`src/rtl/fetch_pkg.sv`:
```
`default_nettype none
// ============================================================================
// Module : fetch_pkg
// Brief  : Shared state encoding and default halt opcode for the fetch unit.
// Rev    : 1.0
// ============================================================================
package fetch_pkg;

  typedef enum logic [1:0] {
    IDLE   = 2'b00,
    RUN    = 2'b01,
    HALTED = 2'b10
  } fetch_state_t;

  localparam logic [7:0] c_default_halt_opcode = 8'h00;

endpackage
`default_nettype wire

```
`src/rtl/fetch_if.sv`:
```
`default_nettype none
// ============================================================================
// Module : fetch_if
// Brief  : Controller <-> fetch unit bus (control, program load, fetch outputs).
// Rev    : 1.0
// ============================================================================
interface fetch_if #(
  parameter int ADDR_WIDTH  = 3,
  parameter int INSTR_WIDTH = 8
);
  logic                   start;
  logic                   increment;
  logic                   jump;
  logic [ADDR_WIDTH-1:0]  jump_address;
  logic                   prog_we;
  logic [ADDR_WIDTH-1:0]  prog_addr;
  logic [INSTR_WIDTH-1:0] prog_data;
  logic [INSTR_WIDTH-1:0] instruction;
  logic [ADDR_WIDTH-1:0]  instruction_address;
  logic                   valid;
  logic                   halted;
  logic                   addr_error;

  modport master (
    output start, increment, jump, jump_address, prog_we, prog_addr, prog_data,
    input  instruction, instruction_address, valid, halted, addr_error
  );

  modport slave (
    input  start, increment, jump, jump_address, prog_we, prog_addr, prog_data,
    output instruction, instruction_address, valid, halted, addr_error
  );
endinterface
`default_nettype wire

```
`src/rtl/instruction_memory.sv`:
```
`default_nettype none
// ============================================================================
// Module : instruction_memory
// Brief  : DEPTH x INSTR_WIDTH array, synchronous write, asynchronous read.
// Rev    : 1.0
// ============================================================================
module instruction_memory #(
  parameter int INSTR_WIDTH = 8,
  parameter int ADDR_WIDTH  = 3,
  parameter int DEPTH       = 8
) (
  input  wire logic                   clk,
  input  wire logic                   i_we,
  input  wire logic [ADDR_WIDTH-1:0]  i_waddr,
  input  wire logic [INSTR_WIDTH-1:0] i_wdata,
  input  wire logic [ADDR_WIDTH-1:0]  i_raddr,
  output      logic [INSTR_WIDTH-1:0] o_rdata
);
  localparam logic [ADDR_WIDTH:0] c_depth = (ADDR_WIDTH + 1)'(DEPTH);

  // Contents are deliberately not reset so a loaded program survives reset.
  logic [INSTR_WIDTH-1:0] r_mem [DEPTH];

  always_ff @(posedge clk) begin
    if (i_we) begin
      r_mem[i_waddr] <= i_wdata;
    end
  end

  assign o_rdata = ({1'b0, i_raddr} < c_depth) ? r_mem[i_raddr] : '0;
endmodule
`default_nettype wire

```
`src/rtl/instruction_fetch_unit.sv`:
```
`default_nettype none
// ============================================================================
// Module : instruction_fetch_unit
// Brief  : Program counter FSM with loadable instruction memory, jump and halt.
// Rev    : 1.0
// ============================================================================
module instruction_fetch_unit
  import fetch_pkg::*;
#(
  parameter int INSTR_WIDTH = 8,
  parameter int ADDR_WIDTH  = 3,
  parameter int DEPTH       = 8,
  parameter int WRAP        = 1,
  parameter int HALT_EN     = 1,
  parameter logic [INSTR_WIDTH-1:0] HALT_OPCODE = INSTR_WIDTH'(c_default_halt_opcode)
) (
  input wire logic clock,
  input wire logic resetnot,
  fetch_if.slave   bus
);
  localparam logic [ADDR_WIDTH:0]   c_depth     = (ADDR_WIDTH + 1)'(DEPTH);
  localparam logic [ADDR_WIDTH-1:0] c_last_addr = ADDR_WIDTH'(DEPTH - 1);
  localparam bit                    c_wrap      = (WRAP != 0);
  localparam bit                    c_halt_en   = (HALT_EN != 0);

  fetch_state_t           r_state;
  logic [ADDR_WIDTH-1:0]  r_pc;
  logic                   r_valid;
  logic                   r_halted;
  logic                   r_addr_error;

  logic [INSTR_WIDTH-1:0] w_rdata;
  logic                   w_prog_in_range;
  logic                   w_jump_in_range;
  logic                   w_halt_hit;
  logic                   w_mem_we;

  assign w_prog_in_range = ({1'b0, bus.prog_addr} < c_depth);
  assign w_jump_in_range = ({1'b0, bus.jump_address} < c_depth);
  assign w_halt_hit      = c_halt_en && (w_rdata == HALT_OPCODE);
  assign w_mem_we        = bus.prog_we && (r_state != RUN) && w_prog_in_range;

  instruction_memory #(
    .INSTR_WIDTH (INSTR_WIDTH),
    .ADDR_WIDTH  (ADDR_WIDTH),
    .DEPTH       (DEPTH)
  ) u_mem (
    .clk     (clock),
    .i_we    (w_mem_we),
    .i_waddr (bus.prog_addr),
    .i_wdata (bus.prog_data),
    .i_raddr (r_pc),
    .o_rdata (w_rdata)
  );

  always_ff @(posedge clock or negedge resetnot) begin
    if (!resetnot) begin
      r_state      <= IDLE;
      r_pc         <= '0;
      r_valid      <= 1'b0;
      r_halted     <= 1'b0;
      r_addr_error <= 1'b0;
    end else begin
      case (r_state)
        RUN: begin
          // Halt check sees the word at the current pc, including the first RUN cycle.
          if (w_halt_hit) begin
            r_state  <= HALTED;
            r_valid  <= 1'b0;
            r_halted <= 1'b1;
          end else if (bus.jump) begin
            if (w_jump_in_range) begin
              r_pc <= bus.jump_address;
            end else begin
              r_addr_error <= 1'b1;
              r_state      <= HALTED;
              r_valid      <= 1'b0;
              r_halted     <= 1'b1;
            end
          end else if (bus.increment) begin
            if (r_pc != c_last_addr) begin
              r_pc <= r_pc + ADDR_WIDTH'(1);
            end else if (c_wrap) begin
              r_pc <= '0;
            end else begin
              r_state  <= HALTED;
              r_valid  <= 1'b0;
              r_halted <= 1'b1;
            end
          end
        end
        default: begin
          if (bus.prog_we && !w_prog_in_range) begin
            r_addr_error <= 1'b1;
          end
          if (bus.start) begin
            r_state  <= RUN;
            r_pc     <= '0;
            r_valid  <= 1'b1;
            r_halted <= 1'b0;
          end
        end
      endcase
    end
  end

  assign bus.instruction         = r_valid ? w_rdata : '0;
  assign bus.instruction_address = r_pc;
  assign bus.valid               = r_valid;
  assign bus.halted              = r_halted;
  assign bus.addr_error          = r_addr_error;
endmodule
`default_nettype wire

```
`src/flat_wrapper.sv`:
```
// flat-port wrapper written by rule: the top's interface ports become plain ports
module instruction_fetch_unit_flat import fetch_pkg::*;
#(
  parameter int INSTR_WIDTH = 8,
  parameter int ADDR_WIDTH  = 3,
  parameter int DEPTH       = 8,
  parameter int WRAP        = 1,
  parameter int HALT_EN     = 1,
  parameter logic [INSTR_WIDTH-1:0] HALT_OPCODE = INSTR_WIDTH'(c_default_halt_opcode)
)
  (clock, resetnot, bus_start, bus_increment, bus_jump, bus_jump_address, bus_prog_we, bus_prog_addr, bus_prog_data, bus_instruction, bus_instruction_address, bus_valid, bus_halted, bus_addr_error);
  fetch_if #(.ADDR_WIDTH(ADDR_WIDTH), .INSTR_WIDTH(INSTR_WIDTH)) bus_i ();
  input wire logic clock;
  input wire logic resetnot;
  input wire logic [$bits(bus_i.start)-1:0] bus_start;
  input wire logic [$bits(bus_i.increment)-1:0] bus_increment;
  input wire logic [$bits(bus_i.jump)-1:0] bus_jump;
  input wire logic [$bits(bus_i.jump_address)-1:0] bus_jump_address;
  input wire logic [$bits(bus_i.prog_we)-1:0] bus_prog_we;
  input wire logic [$bits(bus_i.prog_addr)-1:0] bus_prog_addr;
  input wire logic [$bits(bus_i.prog_data)-1:0] bus_prog_data;
  output wire logic [$bits(bus_i.instruction)-1:0] bus_instruction;
  output wire logic [$bits(bus_i.instruction_address)-1:0] bus_instruction_address;
  output wire logic [$bits(bus_i.valid)-1:0] bus_valid;
  output wire logic [$bits(bus_i.halted)-1:0] bus_halted;
  output wire logic [$bits(bus_i.addr_error)-1:0] bus_addr_error;
  assign bus_i.start = bus_start;
  assign bus_i.increment = bus_increment;
  assign bus_i.jump = bus_jump;
  assign bus_i.jump_address = bus_jump_address;
  assign bus_i.prog_we = bus_prog_we;
  assign bus_i.prog_addr = bus_prog_addr;
  assign bus_i.prog_data = bus_prog_data;
  assign bus_instruction = bus_i.instruction;
  assign bus_instruction_address = bus_i.instruction_address;
  assign bus_valid = bus_i.valid;
  assign bus_halted = bus_i.halted;
  assign bus_addr_error = bus_i.addr_error;
  instruction_fetch_unit #(.INSTR_WIDTH(INSTR_WIDTH), .ADDR_WIDTH(ADDR_WIDTH), .DEPTH(DEPTH), .WRAP(WRAP), .HALT_EN(HALT_EN), .HALT_OPCODE(HALT_OPCODE)) u_core (.clock(clock), .resetnot(resetnot), .bus(bus_i));
endmodule
```
`config.mk`:
```
export PLATFORM = sky130hd
export DESIGN_NAME = instruction_fetch_unit_flat
export DESIGN_NICKNAME = d
export VERILOG_FILES = /design/src/rtl/fetch_pkg.sv /design/src/rtl/fetch_if.sv /design/src/rtl/instruction_memory.sv /design/src/rtl/instruction_fetch_unit.sv /design/src/flat_wrapper.sv
export SDC_FILE = /design/constraint.sdc
export NUM_CORES = 1
export LEC_CHECK = 0
export CAP_MARGIN = 25
export CORE_ASPECT_RATIO = 0.75
export CORE_MARGIN = 1
export CORE_UTILIZATION = 40
export CTS_BUF_LIST = sky130_fd_sc_hd__clkbuf_8
export CTS_CLUSTER_DIAMETER = 200
export DETAILED_ROUTE_END_ITERATION = 16
export PLACE_DENSITY = 0.59
export SLEW_MARGIN = 20
export SYNTH_ARGS = -nofsm -noshare
export SYNTH_HDL_FRONTEND = slang
export SYNTH_SLANG_ARGS = --single-unit
```
`constraint.sdc`:
```
create_clock -name clock -period 3 [get_ports clock]
set_clock_uncertainty 0.15 [all_clocks]
set_input_delay 0.6 -clock clock [delete_from_list [all_inputs] [get_ports clock]]
set_output_delay 0.6 -clock clock [all_outputs]
set_load 0.01 [all_outputs]
```
==> impl_metrics.ini, run 1 <==
[routing]
drtAntennaViolNets = 0
post-route-drc-count = 0
wirelength_mm = 6.03
firstDrtPassIters = 4
vias_per_cell = 5.07
vias = 1587
wl_per_cell_um = 19.3
drt_iter0_drc = 98

[synth]
synth_top_family_by_area = multiplexers
yosysSeqAreaShare_pct = 69.6
synth-xor-area-share_pct = 0
synthMuxAreaShare_pct = 16.9
postSynthCellCount = 145
synth_ff_type = edfxtp_1
synth_area_mm2 = 0.00294
synth_edf_count = 64
yosysTopAreaCellShare_pct = 65.4
yosys.area.top_type = edfxtp_1
synthSimpleGateAreaFrac_pct = 6.43
synthTopCellsByArea = edfxtp_1, mux4_2, mux4_1
avgSynthCellArea_um2 = 20.3
ys_warn_count = 0
synth_compound_gate_area_share_pct = 2.47
async_flop_share_pct = 7.25
synth.distinct_cells = 34
syn_nets = 167
synth_fa_ha_area_share_pct = 0.851
ys_ff_latch = 69

[die]
start_util_pct = 42.2
die-area_mm2 = 0.00770
core_mm2 = 0.00696
rows = 26
die_w_um = 101
pin_count = 34
fp.dieH_um = 76.2

[pwr]
power_density_mw_per_mm2 = 874
swShare_pct = 26.8
combinationalPowerShare_pct = 36.9
seqPwrFrac_pct = 33.9
p_int_mw = 2.44
clkPwrFrac_pct = 29.2
total_power_mw = 3.33
vdd_drop_max_mv = 0.336
p_leak_nw = 1.36
p_sw_mw = 0.891

[sta]
hold_viol = 0
min_period_over_period_pct = 97.3
timing.fmax_mhz = 343
finalMaxSlewViolations = 0
setup_viol = 0
setup_ws_ns = 0.0821
period_needed_ns = 2.92

[global_routing]
antenna_found_initial = 0
grt_pass1_wl_mm = 9.09
grtUsageTotal_pct = 17.0
grt_remaining_overflow = 0
grt_max_degree = 14
grt_pass1_vias = 1597

[finish]
stdcell_area_mm2 = 0.00381
drive_above_1_share_pct = 34.0
fill_cells = 573
fin_nets = 232
n_antenna_cell = 0
area_delta_synth_final_pct = 29.5

[worst_setup_path]
cp.required_ns = 2.25
slowest_delay_ns = 0.54
reg2reg_slack_ns = 0.57
cp_num_buf_inv = 2
cp_cell_sequence = buf_4 > mux4_1 > mux2_4 > and2_1 > dlygate4sd2_1
path_class = flip-flop to output port
critPathTopFamily = multiplexers
timing.rr.start = u_core.bus.instruction_address[0]$_DFFE_PN0P_
slowest_stage = mux4_1
critPathArrivalTime_ns = 2.17
worstPathMaxFanout = 3
ff2ff_path_depth = 6
cp-end-kind = output port
r2r_end = u_core.bus.instruction_address[1]$_DFFE_PN0P_
start_kind = flip-flop

[clock_tree]
cts_num_sinks = 69
htree_num_levels = 3
cts.clk_slew.worst_paths_ns = 0.07
insertion_delay_ns = 0.34
cts-buffers-inserted = 9
cts_tree = done
cts_buffer_depth = 2
ctsHoldBuffers = 0
cts_root_buf = clkbuf_8

[placed_design]
place_ws_ns = 0.113
place_congestion = 0.771
postPlaceCellArea_mm2 = 0.00345
dp_hpwl_mm = 4.13
port_buffers = 32

[outcome]
status = finished clean

[worst_hold_path]
hold_class = input port to asynchronous set/reset pin

[flow_run]
max_cap_viol_count = 0
## sequential cells by signal, summed over array words and instances, names as in the netlist
register                        flops
u_core.bus.halted                   1
u_core.bus.instruction_address      3
u_core.u_mem.r_mem                 64
u_core.r_state                      1
## cells in the mapped netlist (2+ instances only)
cell type and instances:
edfxtp_1 64, mux4_2 9, nor2_1 8, mux4_1 7
dfrtp_1 5, and2_1 4, nor2b_1 4, a32o_1 3
buf_6 3, mux2_4 3, mux2i_1 3, nand2_1 3
buf_12 2, ha_1 2, inv_1 2, mux2_2 2
nand2b_1 2, nand2b_2 2, nor3_1 2
## layer usage
metal  track usage (%)  vias up  wire, um
met1              23.0      798      2650
met2              26.4       68      2840
li1                  -      713         -
met5                 0        -         0
met4              5.80        0        77
met3              5.23        8       465
## worst max path at each step
stage / start / endpoint / slack, ns / cells past startpoint
3_3_place_gp: u_core.bus.instruction_address[0]$_DFFE_PN0P_ / bus_instruction[4] / 0.13 / 5
4_1_cts: u_core.bus.instruction_address[1]$_DFFE_PN0P_ / bus_instruction[5] / 0.005 / 5
3_5_place_dp: u_core.bus.instruction_address[0]$_DFFE_PN0P_ / bus_instruction[1] / 0.11 / 4
6_report: u_core.bus.instruction_address[1]$_DFFE_PN0P_ / bus_instruction[7] / 0.08 / 5
2_1_floorplan: u_core.bus.instruction_address[0]$_DFFE_PN0P_ / bus_instruction[0] / 0.62 / 5
5_1_grt: u_core.bus.instruction_address[0]$_DFFE_PN0P_ / bus_instruction[4] / -0.008 / 6
## repair_timing
action,in CTS,in global routing
gates resized for setup,14,3
endpoints found under the setup margin,6,3
buffers inserted,2,9
pin swaps,0,0
## layout make-up
type	count	area (um2)	area share [%]
Sequential cell	69	2050	53.8
Clock inverter	7	138	3.61
Tap cell	98	123	3.22
Multi-Input combinational cell	67	797	20.9
Inverter	2	7.51	0.197
Timing Repair Buffer	61	571	15.0
Clock buffer	9	124	3.25
## power groups by stage
stage | sequential, mW | clock (mW) | combinational [mW]
detailed placement | 1.16 | 0 | 1.10
finish | 1.13 | 0.974 | 1.23
floorplan | 1.14 | 0 | 0.727
global placement | 1.15 | 0 | 1.08
global route | 1.13 | 1.03 | 1.32
CTS | 1.14 | 0.992 | 1.11
## cell families after synthesis
family                     Yosys count
adders and majority gates            2
other                                1
buffers and inverters                9
AOI/OAI and AO/OA                    9
and+or+nand+nor                     30
DFF                                 69
muxes                               25
## through the flow
step	util, %	instances	hold slack, ns	setup TNS, ns
finish	54.7	313	0.339	0
CTS	53.4	304	0.338	0
global route	54.7	313	0.352	-0.00806
global placement	49.5	286	0.379	0
floorplan	-	145	0.154	0
detailed placement	49.5	286	0.388	0
## cell usage in the layout, fill, tap and decap left out, drive strengths merged, types with 2 or more instances in the layout
master         Yosys  routed
dfrtp              5       5
nor2               8       8
dlygate4sd2        0       6
nand2b             4       4
and2               4       4
buf                7      29
clkbuf             0       9
mux2               5       5
inv                2       2
o21ai              2       2
mux2i              4       4
nand2              3       3
mux4              16      16
ha                 2       2
clkdlybuf4s50      0      25
a32o               3       3
nor3               2       2
nor2b              4       4
clkinv             0       3
edfxtp            64      64
bufinv             0       4
Power figures use the tool's default switching activity.
==> run 2, diff against run 1 <==
--- a/config.mk
+++ b/config.mk
@@ -5,6 +5,7 @@
 export SDC_FILE = /design/constraint.sdc
 export NUM_CORES = 1
 export LEC_CHECK = 0
+export ABC_CLOCK_PERIOD_IN_PS = 3000
 export CAP_MARGIN = 25
 export CORE_ASPECT_RATIO = 0.75
 export CORE_MARGIN = 1
@@ -13,6 +14,7 @@
 export CTS_CLUSTER_DIAMETER = 200
 export DETAILED_ROUTE_END_ITERATION = 16
 export PLACE_DENSITY = 0.59
+export SKIP_CTS_REPAIR_TIMING = 1
 export SLEW_MARGIN = 20
 export SYNTH_ARGS = -nofsm -noshare
 export SYNTH_HDL_FRONTEND = slang
==> run 2 against run 1 <==
The flow now finishes with violations (setup timing). Flip-flop and latch count unchanged. Non-clock buffer count is 3 lower. Combinational power is essentially flat. Total power is 0.52% higher. Count of clock-buffer cells in the layout unchanged. Setup slack worse by 0.17 ns. Die area did not move. Global-route usage fell by 0.17 points. Via count down 1.1%. Cell area up 0.20%. Maximum frequency decreased by 5.4%. Critical endpoint is now bus_instruction[2]. Largest power group unchanged.
==> impl_metrics.ini, run 2 (synthesized netlist as in run 1, its figures left out) <==
[global_routing]
grt_pass1_wl_mm = 9.00
grtUsageTotal_pct = 16.9
grt_pass1_vias = 1605
grt_max_degree = 14
grt_remaining_overflow = 0
antenna_found_initial = 0

[routing]
wl_per_cell_um = 19.9
vias_per_cell = 5.06
post-route-drc-count = 0
drt_iter0_drc = 114
wirelength_mm = 6.17
vias = 1570
drtAntennaViolNets = 0
firstDrtPassIters = 5

[worst_setup_path]
timing.rr.start = u_core.bus.instruction_address[0]$_DFFE_PN0P_
cp.required_ns = 2.25
cp.depth = 4
path_class = flip-flop to output port
reg2reg_slack_ns = 0.47
cp_num_buf_inv = 1
cp-end-kind = output port
critPathArrivalTime_ns = 2.33
cp_cell_sequence = mux4_1 > mux2_4 > and2_1 > clkdlybuf4s50_1
start_kind = flip-flop
worstPathMaxFanout = 8
cp-startpoint = u_core.bus.instruction_address[0]$_DFFE_PN0P_
slowest_delay_ns = 0.59
ff2ff_path_depth = 6
crit_path_end = bus_instruction[2]
critPathTopFamily = multiplexers
slowest_stage = mux4_1
r2r_end = u_core.bus.instruction_address[1]$_DFFE_PN0P_

[finish]
drive_above_1_share_pct = 32.1
layout_common_cells = edfxtp_1, clkdlybuf4s50_1, buf_4, mux4_2, clkbuf_8
top_register = u_core.u_mem.r_mem
fill_cells = 558
n_antenna_cell = 0
area_delta_synth_final_pct = 29.8
fin_nets = 229
largest_reg_flops = 64
mostFrequentLayoutCell = edfxtp_1

[placed_design]
dp_hpwl_mm = 4.13
port_buffers = 32
place_congestion = 0.771
place_ws_ns = 0.113

[pwr]
total_power_mw = 3.35
p_int_mw = 2.45
p_sw_mw = 0.896
p_leak_nw = 1.38
power_density_mw_per_mm2 = 877
swShare_pct = 26.8
clkPwrFrac_pct = 29.0
vdd_drop_max_mv = 0.339
combinationalPowerShare_pct = 37.1
seqPwrFrac_pct = 33.9

[clock_tree]
cts.clk_slew.worst_paths_ns = 0.07
cts_root_buf = clkbuf_8
cts_num_sinks = 69
htree_num_levels = 3
cts-buffers-inserted = 9
insertion_delay_ns = 0.34
cts_tree = done
cts_buffer_depth = 2

[die]
rows = 26
start_util_pct = 42.2
die_w_um = 101
core_mm2 = 0.00696
die-area_mm2 = 0.00770
fp.dieH_um = 76.2
pin_count = 34

[sta]
min_period_over_period_pct = 103
rsz0062_at_grt = yes
period_needed_ns = 3.08
setup_viol = 2
hold_viol = 0
setup_ws_ns = -0.0836
finalMaxSlewViolations = 0
timing.fmax_mhz = 324

[flow_run]
max_cap_viol_count = 0

[outcome]
violations = setup timing
status = finished with violations

[worst_hold_path]
hold_class = input port to asynchronous set/reset pin
-- run 2: changes by cell type in the layout (fill, tap and decap cells not counted) --
| cell | change |
|---|---|
| mux4_1 | +2 |
| buf_4 | -3 |
| mux2_4 | -1 |
| dlygate4sd2_1 | -6 |
| clkdlybuf4s50_1 | +2 |
| mux2i_4 | +1 |
| mux4_2 | -2 |
| dlymetal6s2s_1 | +4 |
| mux2_2 | +1 |
| mux2i_2 | -1 |
-- run 2: layout make-up --
class / count / area [um2] / share of cell area, %
clock buffer: 9 / 124 / 3.25
clock inverter: 7 / 138 / 3.61
inverter: 2 / 7.51 / 0.197
multi-input combinational: 67 / 810 / 21.2
sequential: 69 / 2050 / 53.7
tap: 98 / 123 / 3.21
timing repair buffer: 58 / 566 / 14.8
-- run 2: routing by layer --
metal  global-route usage, %  wire, um
met1                    22.3      2680
met2                    26.5      2970
met3                    5.23       402
met4                    5.80       112
met5                       0         0
-- run 2: worst min path at each step --
stage / slack (ns) / from / to / cells after the start
6_report: 0.35 / resetnot / u_core.bus.instruction_address[1]$_DFFE_PN0P_ / 1
5_1_grt: 0.35 / resetnot / u_core.bus.instruction_address[1]$_DFFE_PN0P_ / 1
4_1_cts: 0.34 / resetnot / u_core.bus.instruction_address[1]$_DFFE_PN0P_ / 1
3_5_place_dp: 0.39 / u_core.bus.halted$_DFFE_PN0P_ / u_core.bus.halted$_DFFE_PN0P_ / 2
3_3_place_gp: 0.38 / u_core.bus.halted$_DFFE_PN0P_ / u_core.bus.halted$_DFFE_PN0P_ / 2
2_1_floorplan: 0.15 / resetnot / u_core.bus.halted$_DFFE_PN0P_ / 0
-- run 2: power groups by stage --
| stage | sequential (mW) | combinational, mW | clock [mW] |
|---|---|---|---|
| 2_1_floorplan | 1.14 | 0.727 | 0 |
| 3_3_place_gp | 1.15 | 1.08 | 0 |
| 3_5_place_dp | 1.16 | 1.10 | 0 |
| 4_1_cts | 1.14 | 1.10 | 0.992 |
| 5_1_grt | 1.14 | 1.32 | 1.03 |
| 6_report | 1.13 | 1.24 | 0.970 |
-- run 2: stage by stage --
stage / util [%] / cell area (um2) / setup TNS (ns) / hold WS (ns) / cells
after floorplan: - / 2940 / 0 / 0.154 / 145
after global placement: 49.5 / 3450 / 0 / 0.379 / 286
after detailed placement: 49.5 / 3450 / 0 / 0.388 / 286
after CTS: 53.3 / 3710 / -1.38 / 0.338 / 302
after global routing: 54.8 / 3810 / -0.284 / 0.347 / 310
final: 54.8 / 3810 / -0.0876 / 0.347 / 310
==> run 3, diff against run 2 <==
--- a/config.mk
+++ b/config.mk
@@ -19,3 +19,4 @@
 export SYNTH_ARGS = -nofsm -noshare
 export SYNTH_HDL_FRONTEND = slang
 export SYNTH_SLANG_ARGS = --single-unit
+export TNS_END_PERCENT = 10
==> run 3 against run 2 <==
The flow still finishes with violations (setup timing). Non-clock buffer count down 8. Clock power is essentially flat. Register-to-register slack improved by 0.06 ns. Total power fell by 3.4%. Count of clock-buffer cells in the layout unchanged. Largest cell class unchanged. Die area did not move. Wire length fell by 1.9%.
==> impl_metrics.ini, run 3 (synthesized netlist as in run 1, its figures left out) <==
[global_routing]
grtUsageTotal_pct = 16.9
grt_pass1_wl_mm = 9.00
grt_max_degree = 14
grt_remaining_overflow = 0
antenna_found_initial = 0
grt_pass1_vias = 1605

[placed_design]
dp_hpwl_mm = 4.13
dpl.cell_count = 286
place_congestion = 0.771
place_ws_ns = 0.113
port_buffers = 32
postPlaceCellArea_mm2 = 0.00345

[clock_tree]
htree_num_levels = 3
cts-buffers-inserted = 9
cts.clk_slew.worst_paths_ns = 0.07
insertion_delay_ns = 0.34
cts_root_buf = clkbuf_8
cts_tree = done
cts_num_sinks = 69
cts_buffer_depth = 2

[outcome]
violations = setup timing
status = finished with violations

[finish]
top_register = u_core.u_mem.r_mem
drive_above_1_share_pct = 28.4
n_antenna_cell = 0
stdcell_area_mm2 = 0.00375
multi_input_area_um2 = 817
instances_no_fill = 302
fin_nets = 221
mostFrequentLayoutCell = edfxtp_1
seqCellArea_mm2 = 0.00205
utilization_pct = 53.9
layout_common_cells = edfxtp_1, clkdlybuf4s50_1, buf_4, mux4_2, clkbuf_8
fill_cells = 556
largest_reg_flops = 64
area_delta_synth_final_pct = 27.7

[worst_setup_path]
critPathArrivalTime_ns = 2.35
cp_cell_sequence = mux4_1 > mux2_4 > and2_1 > clkdlybuf4s50_1
cp-end-kind = output port
cp_num_buf_inv = 1
slowest_delay_ns = 0.59
cp.required_ns = 2.25
worstPathMaxFanout = 8
slowest_stage = mux4_1
path_class = flip-flop to output port
critPathTopFamily = multiplexers
start_kind = flip-flop

[die]
start_util_pct = 42.2
pin_count = 34
die-area_mm2 = 0.00770
fp.dieH_um = 76.2
rows = 26
core_mm2 = 0.00696
die_w_um = 101

[sta]
rsz0062_at_grt = yes
tns_ns = -0.177
finalMaxSlewViolations = 0
whs_ns = 0.348
min_period_over_period_pct = 103
setup_viol = 2
setup_ws_ns = -0.101
period_needed_ns = 3.10
timing.fmax_mhz = 323
hold_viol = 0

[routing]
wl_per_cell_um = 20.0
post-route-drc-count = 0
drt_iter0_drc = 95
vias_per_cell = 5.09
drtAntennaViolNets = 0
vias = 1538
wirelength_mm = 6.05
firstDrtPassIters = 4

[pwr]
p_leak_nw = 1.35
total_power_mw = 3.23
vdd_drop_max_mv = 0.337
power_density_mw_per_mm2 = 862

[worst_hold_path]
hold_class = input port to asynchronous set/reset pin

[flow_run]
max_cap_viol_count = 0
-- run 3: changes by cell type in the layout (fill, tap and decap cells not counted), sizes merged --
| cell | delta |
|---|---|
| dlymetal6s2s | +1 |
| buf | -8 |
| clkdlybuf4s50 | -1 |
-- run 3: where the power goes --
part           switching (mW)  internal, mW
Clock                   0.337         0.633
Combinational           0.486         0.642
Sequential             0.0477          1.09
Total                   0.870          2.36
-- run 3: worst paths after layout --
| kind | cells past startpoint | startpoint | slack (ns) | endpoint |
|---|---|---|---|---|
| max | 4 | u_core.bus.instruction_address[0]$_DFFE_PN0P_ | -0.10 | bus_instruction[2] |
| min | 1 | resetnot | 0.35 | u_core.bus.instruction_address[1]$_DFFE_PN0P_ |
| max reg2reg | 5 | u_core.bus.instruction_address[0]$_DFFE_PN0P_ | 0.53 | u_core.bus.instruction_address[1]$_DFFE_PN0P_ |
| min reg2reg | 2 | u_core.bus.halted$_DFFE_PN0P_ | 0.40 | u_core.bus.halted$_DFFE_PN0P_ |
| max in group asynchronous | 1 | resetnot | 2.12 | u_core.bus.instruction_address[0]$_DFFE_PN0P_ |
| min in group clock | 2 | u_core.bus.halted$_DFFE_PN0P_ | 0.40 | u_core.bus.halted$_DFFE_PN0P_ |
-- run 3: final cells by class --
| type | count | share of cell area [%] |
|---|---|---|
| well taps | 98 | 3.27 |
| clock inverters | 7 | 3.67 |
| repair buffers | 50 | 13.2 |
| flip-flops and latches | 69 | 54.6 |
| clock buffers | 9 | 3.30 |
| inverters | 2 | 0.200 |
| multi-input cells | 67 | 21.8 |
-- run 3: per-layer routing --
layer | vias to the layer above | GRT usage (%) | share of wire, %
met5 | - | 0 | 0
met4 | 0 | 5.80 | 1.6
met3 | 8 | 5.23 | 6.5
met2 | 56 | 26.5 | 47
met1 | 778 | 22.3 | 45
li1 | 696 | - | -
